<file path="config.mk">
export PLATFORM = sky130hd
export DESIGN_NAME = pes_updown_sweep_ctrl_flat
export DESIGN_NICKNAME = d
export VERILOG_FILES = /design/src/rtl/pes_updown_sweep_ctrl_if.sv /design/src/rtl/pes_updown_sweep_ctrl.sv /design/src/flat_wrapper.sv
export SDC_FILE = /design/constraint.sdc
export NUM_CORES = 1
export LEC_CHECK = 0
export ABC_CLOCK_PERIOD_IN_PS = 2700
export CORE_ASPECT_RATIO = 1.5
export CORE_MARGIN = 2
export CORE_UTILIZATION = 44
export CTS_BUF_LIST = sky130_fd_sc_hd__clkbuf_4
export DETAILED_ROUTE_END_ITERATION = 6
export HOLD_SLACK_MARGIN = 0.1
export PLACE_DENSITY = 0.74
export SYNTH_ARGS = -nofsm -noshare
export SYNTH_HDL_FRONTEND = slang
export SYNTH_SLANG_ARGS = --single-unit
</file>
<file path="constraint.sdc">
create_clock -name Clk -period 2.7 [get_ports Clk]
set_input_delay 0.81 -clock Clk [delete_from_list [all_inputs] [get_ports Clk]]
set_output_delay 0.81 -clock Clk [all_outputs]
set_load 0.02 [all_outputs]
</file>
<file path="src/rtl/pes_updown_sweep_ctrl_if.sv">
// Handshake and status bundle for the up/down sweep controller.
// The master drives requests and configuration. The slave (the controller) drives the counter and status.
interface pes_updown_sweep_ctrl_if #(
    parameter int WIDTH = 4
);
    logic             start;
    logic             abort;
    logic [WIDTH-1:0] lo_lim;
    logic [WIDTH-1:0] hi_lim;
    logic [3:0]       num_sweeps;
    logic [WIDTH-1:0] Count;
    logic             UpOrDown;
    logic             busy;
    logic             done;
    logic             err;
    logic [3:0]       sweep_cnt;

    modport master (
        output start, abort, lo_lim, hi_lim, num_sweeps,
        input  Count, UpOrDown, busy, done, err, sweep_cnt
    );

    modport slave (
        input  start, abort, lo_lim, hi_lim, num_sweeps,
        output Count, UpOrDown, busy, done, err, sweep_cnt
    );
endinterface

</file>
<file path="src/rtl/pes_updown_sweep_ctrl.sv">
// Sweep controller for a WIDTH-bit up/down counter.
// It runs lo -> hi -> lo for a programmed number of sweeps, then pulses done.
module pes_updown_sweep_ctrl #(
    parameter int WIDTH = 4
) (
    input  logic                          Clk,
    input  logic                          reset,
    pes_updown_sweep_ctrl_if.slave        bus
);

    typedef enum logic [1:0] {
        S_IDLE = 2'd0,
        S_UP   = 2'd1,
        S_DOWN = 2'd2,
        S_DONE = 2'd3
    } state_t;

    state_t           state_q, state_d;
    logic [WIDTH-1:0] count_q, count_d;
    logic             up_q, up_d;
    logic             busy_q, busy_d;
    logic             done_q, done_d;
    logic             err_q, err_d;
    logic [3:0]       sweep_cnt_q, sweep_cnt_d;
    logic [WIDTH-1:0] lo_q, lo_d;
    logic [WIDTH-1:0] hi_q, hi_d;
    logic [3:0]       n_q, n_d;

    logic             cfg_ok;
    logic [3:0]       sweep_inc;

    // Reject an empty or inverted range up front. This keeps the counter from wrapping mid-sweep.
    assign cfg_ok    = (bus.lo_lim < bus.hi_lim) && (bus.num_sweeps != 4'd0);
    assign sweep_inc = sweep_cnt_q + 4'd1;

    always_comb begin
        state_d     = state_q;
        count_d     = count_q;
        sweep_cnt_d = sweep_cnt_q;
        lo_d        = lo_q;
        hi_d        = hi_q;
        n_d         = n_q;
        err_d       = 1'b0;

        case (state_q)
            S_IDLE: begin
                if (bus.start) begin
                    if (cfg_ok) begin
                        lo_d        = bus.lo_lim;
                        hi_d        = bus.hi_lim;
                        n_d         = bus.num_sweeps;
                        count_d     = bus.lo_lim;
                        sweep_cnt_d = 4'd0;
                        state_d     = S_UP;
                    end else begin
                        err_d = 1'b1;
                    end
                end
            end

            S_UP: begin
                if (bus.abort) begin
                    state_d = S_IDLE;
                end else if (count_q == hi_q) begin
                    count_d = count_q - 1'b1;
                    state_d = S_DOWN;
                end else begin
                    count_d = count_q + 1'b1;
                end
            end

            S_DOWN: begin
                if (bus.abort) begin
                    state_d = S_IDLE;
                end else if (count_q != lo_q) begin
                    count_d = count_q - 1'b1;
                end else begin
                    sweep_cnt_d = sweep_inc;
                    if (sweep_inc == n_q) begin
                        state_d = S_DONE;
                    end else begin
                        // lo was already shown as the last value of this sweep, so restart one above it.
                        count_d = lo_q + 1'b1;
                        state_d = S_UP;
                    end
                end
            end

            S_DONE: begin
                state_d = S_IDLE;
            end

            default: begin
                state_d = S_IDLE;
            end
        endcase

        busy_d = (state_d == S_UP) || (state_d == S_DOWN);
        up_d   = (state_d == S_UP);
        done_d = (state_d == S_DONE);
    end

    always_ff @(posedge Clk) begin
        if (reset) begin
            state_q     <= S_IDLE;
            count_q     <= '0;
            up_q        <= 1'b0;
            busy_q      <= 1'b0;
            done_q      <= 1'b0;
            err_q       <= 1'b0;
            sweep_cnt_q <= 4'd0;
            lo_q        <= '0;
            hi_q        <= '0;
            n_q         <= 4'd0;
        end else begin
            state_q     <= state_d;
            count_q     <= count_d;
            up_q        <= up_d;
            busy_q      <= busy_d;
            done_q      <= done_d;
            err_q       <= err_d;
            sweep_cnt_q <= sweep_cnt_d;
            lo_q        <= lo_d;
            hi_q        <= hi_d;
            n_q         <= n_d;
        end
    end

    assign bus.Count     = count_q;
    assign bus.UpOrDown  = up_q;
    assign bus.busy      = busy_q;
    assign bus.done      = done_q;
    assign bus.err       = err_q;
    assign bus.sweep_cnt = sweep_cnt_q;

endmodule
</file>
<file path="src/flat_wrapper.sv">
// flat-port wrapper written by rule: the top's interface ports become plain ports
module pes_updown_sweep_ctrl_flat 
#(
    parameter int WIDTH = 4
)
  (Clk, reset, bus_start, bus_abort, bus_lo_lim, bus_hi_lim, bus_num_sweeps, bus_Count, bus_UpOrDown, bus_busy, bus_done, bus_err, bus_sweep_cnt);
  pes_updown_sweep_ctrl_if #(.WIDTH(WIDTH)) bus_i ();
  input  logic Clk;
  input  logic reset;
  input wire logic [$bits(bus_i.start)-1:0] bus_start;
  input wire logic [$bits(bus_i.abort)-1:0] bus_abort;
  input wire logic [$bits(bus_i.lo_lim)-1:0] bus_lo_lim;
  input wire logic [$bits(bus_i.hi_lim)-1:0] bus_hi_lim;
  input wire logic [$bits(bus_i.num_sweeps)-1:0] bus_num_sweeps;
  output wire logic [$bits(bus_i.Count)-1:0] bus_Count;
  output wire logic [$bits(bus_i.UpOrDown)-1:0] bus_UpOrDown;
  output wire logic [$bits(bus_i.busy)-1:0] bus_busy;
  output wire logic [$bits(bus_i.done)-1:0] bus_done;
  output wire logic [$bits(bus_i.err)-1:0] bus_err;
  output wire logic [$bits(bus_i.sweep_cnt)-1:0] bus_sweep_cnt;
  assign bus_i.start = bus_start;
  assign bus_i.abort = bus_abort;
  assign bus_i.lo_lim = bus_lo_lim;
  assign bus_i.hi_lim = bus_hi_lim;
  assign bus_i.num_sweeps = bus_num_sweeps;
  assign bus_Count = bus_i.Count;
  assign bus_UpOrDown = bus_i.UpOrDown;
  assign bus_busy = bus_i.busy;
  assign bus_done = bus_i.done;
  assign bus_err = bus_i.err;
  assign bus_sweep_cnt = bus_i.sweep_cnt;
  pes_updown_sweep_ctrl #(.WIDTH(WIDTH)) u_core (.Clk(Clk), .reset(reset), .bus(bus_i));
endmodule
</file>
==> flow_summary_export.csv <==
group,metric,value,unit
run_status,status,"finished clean",
finish,n_antenna_cell,0,
finish,final_core_util,58.18,%
grt,grt_overflow,0,
hold_path,hold_class,"flop to flop",
sta,setup_violations,0,
clocking,cts.path.max_buffers,2,
finish,mostFrequentLayoutCells,"26 x dfxtp_1, 25 x clkdlybuf4s50_1, 24 x nor2_1, 17 x buf_4, 15 x mux2i_1",
placed_design,gp_congestion,0.9029,
drt,vias,1445,
synthesis,synth_nets,217,
critical_path,cp_max_fo,2,
drt,firstDrtPassIters,4,
grt,grt_util_met2,35.83,%
grt,grtUsageTotal,19.64,%
power_and_ir_drop,p_total,0.001009,W
job,cap_violations,0,
power_and_ir_drop,powerDensity,466.8,nW/um^2
synthesis,synth_seq_cells,26,
drt,drt-initial-drc-count,37,
grt,grt_max_degree,28,
placed_design,dp_cells,265,
finish,drive_above_1_share,17.62,%
finish,mostFrequentLayoutCell,"dfxtp_1",
placed_design,placedInstanceArea,2115,sq um
synthesis,syn-cell-area,1729,sq um
clocking,clock_sinks,26,
clocking,path_clk_slew,0.16,ns
sta,finClkSkew,0.01078,ns
grt,grtUsageMet1,22.24,%
sta,drv_slew,0,
sta,tightest_slew,0.5493,ns
clocking,holdBufCountCts,0,
clocking,cts-buffers-inserted,3,
critical_path,cp.required,2.99,ns
floorplan,die_h,80.78,um
clocking,clk_latency,0.34,ns
power_and_ir_drop,ir_worst_vdd,0.3424,mV
synthesis,yosysWarnings,0,
drt,avgRoutedWirePerCell,14.09,um
floorplan,die_x,55.19,um
clocking,cts_tree,"done",
synthesis,netlist_instances,188,
sta,rsz0062_at_grt,"true",
critical_path,worstSetupPathType,"input port to flop",
synthesis,async_flop_share,0,%
power_and_ir_drop,cellLeakagePower,0.9473,nW
critical_path,worst_setup_path_start_kind,"input port",
critical_path,cp_data_arrival_time,2.91,ns
drt,drc_errors,0,
finish,regArea,520.5,sq um
synthesis,synth.yosys.seq_area_share,30.10,%
grt,antenna_found_initial,0,
floorplan,num_rows,27,
clocking,cts-root-buf,"clkbuf_4",
drt,totalWireLength,3805,um
floorplan,dieArea,4458,sq um
sta,period_share,97.04,%
grt,grt_pass1_wl,6348,um
floorplan,start_util,46.53,%
sta,period_needed,2.620,ns
placed_design,io_buffers,27,
grt,grt_pass1_vias,1417,
synthesis,synth_edf_count,0,
sta,clock.fmax,381.7,MHz
synthesis,post_synth_num_cell_types,52,
synthesis,synth.avg_cell_area,9.198,sq um
finish,areaGrowthSynthToFinish,25.04,%
finish,multi_input_area,1117,sq um
sta,hold_viol,0,
finish,num-nets-final,257,
drt,postRouteAntennaNets,0,
grt,use_met3,2.390,%
synthesis,synth_ff_type,"dfxtp_1",
placed_design,dp_hpwl,2948,um
finish,final_cell_area,2162,sq um
sta,relSlewSlack,63.38,%
critical_path,worst_setup_path_end_kind,"flop",
grt,grt_busiest_layer,"met2",
floorplan,core,3716,sq um
finish,finalNonFillerCells,270,
clocking,htree_num_levels,1,
floorplan,ios,28,
finish,fillers,343,
drt,viasPerCell,5.352,
-- where the power goes --
group / total, W / switching (W) / internal [W]
clock network: 0.000182 / 0.000127 / 0.0000544
logic: 0.000379 / 0.000183 / 0.000195
registers: 0.000449 / 0.0000378 / 0.000411
-- state kept, by name, summed over array words and instances (netlist names) --
name,count
u_core.n_q,4
u_core.bus.done,1
u_core.bus.err,1
u_core.bus.busy,1
u_core.lo_q,4
u_core.bus.sweep_cnt,4
u_core.state_q,2
u_core.hi_q,4
u_core.bus.UpOrDown,1
u_core.bus.Count,4
-- final timing paths --
| check | slack (ns) | to | from | depth (start not counted) |
|---|---|---|---|---|
| worst max-delay path | 0.08 | u_core.bus.Count[3] | bus_hi_lim[2] | 9 |
| worst min-delay path | 0.52 | u_core.n_q[2] | u_core.n_q[2] | 2 |
| worst max register to register | 0.49 | u_core.bus.Count[3] | u_core.state_q[0] | 7 |
| worst min register to register | 0.52 | u_core.n_q[2] | u_core.n_q[2] | 2 |
-- layout make-up --
cell class	instances	share of cell area, %
Multi-Input combinational cell	141	51.68
Sequential cell	26	24.07
Timing Repair Buffer	44	18.46
Tap cell	43	2.488
Inverter	12	2.083
Clock buffer	3	1.042
Clock inverter	1	0.1736
-- worst max-delay path, stage by stage --
cell	delay [ns]
clkdlybuf4s50_1	0.48
inv_1	0.05
ha_2	0.26
o21a_1	0.18
buf_4	0.14
a21boi_1	0.30
nor2_1	0.09
or4_1	0.50
o21ai_1	0.11
-- synthesized netlist by cell type (3+ instances only) --
cell type  number  area (sq um)
nor2b_1         5         31.28
xnor2_1        14         122.6
buf_6           3         33.78
a21oi_1         4         20.02
nor3_1          3         15.01
nand3_1         5         25.02
mux2i_1        15         150.1
nand2_1         7         26.28
inv_1          12         45.04
ha_1           13         162.7
dfxtp_1        26         520.5
nor2_1         24         90.09
clkbuf_1        4         15.01
o21ai_0         5         25.02
-- repair_timing --
action | in CTS | in global routing
gates resized for setup | 2 | 3
pin swaps | 3 | 4
endpoints found under the setup margin | 2 | 9
buffers inserted | 1 | 0
-- cell families (layout without fill, tap and decap cells) --
kind of cell,after synthesis,count (layout),synth area share [%]
AND/OR/NAND/NOR,60,60,18.74
AO/OA/AOI/OAI,34,34,15.70
flip-flops,26,26,30.10
buffers and inverters,21,60,6.005
XOR/XNOR,19,19,11.36
multiplexers,15,15,8.683
adder cells (fa/ha/maj),13,13,9.407
-- metrics by stage --
stage,setup slack [ns],setup TNS [ns],hold WS [ns]
5_1_grt,-0.007547,-0.01127,0.5677
3_3_place_gp,-0.4348,-5.316,0.5000
6_report,0.07988,0,0.5176
4_1_cts,0.04341,0,0.5242
2_1_floorplan,0.1485,0,0.4653
3_5_place_dp,-0.4656,-6.213,0.4910
-- routing by layer --
| layer | wire, um | up-vias |
|---|---|---|
| met5 | 0 | - |
| met1 | 1566 | 678 |
| met2 | 2052 | 28 |
| met4 | 79 | 0 |
| met3 | 106 | 7 |
| li1 | - | 732 |
Power figures use the tool's default switching activity.
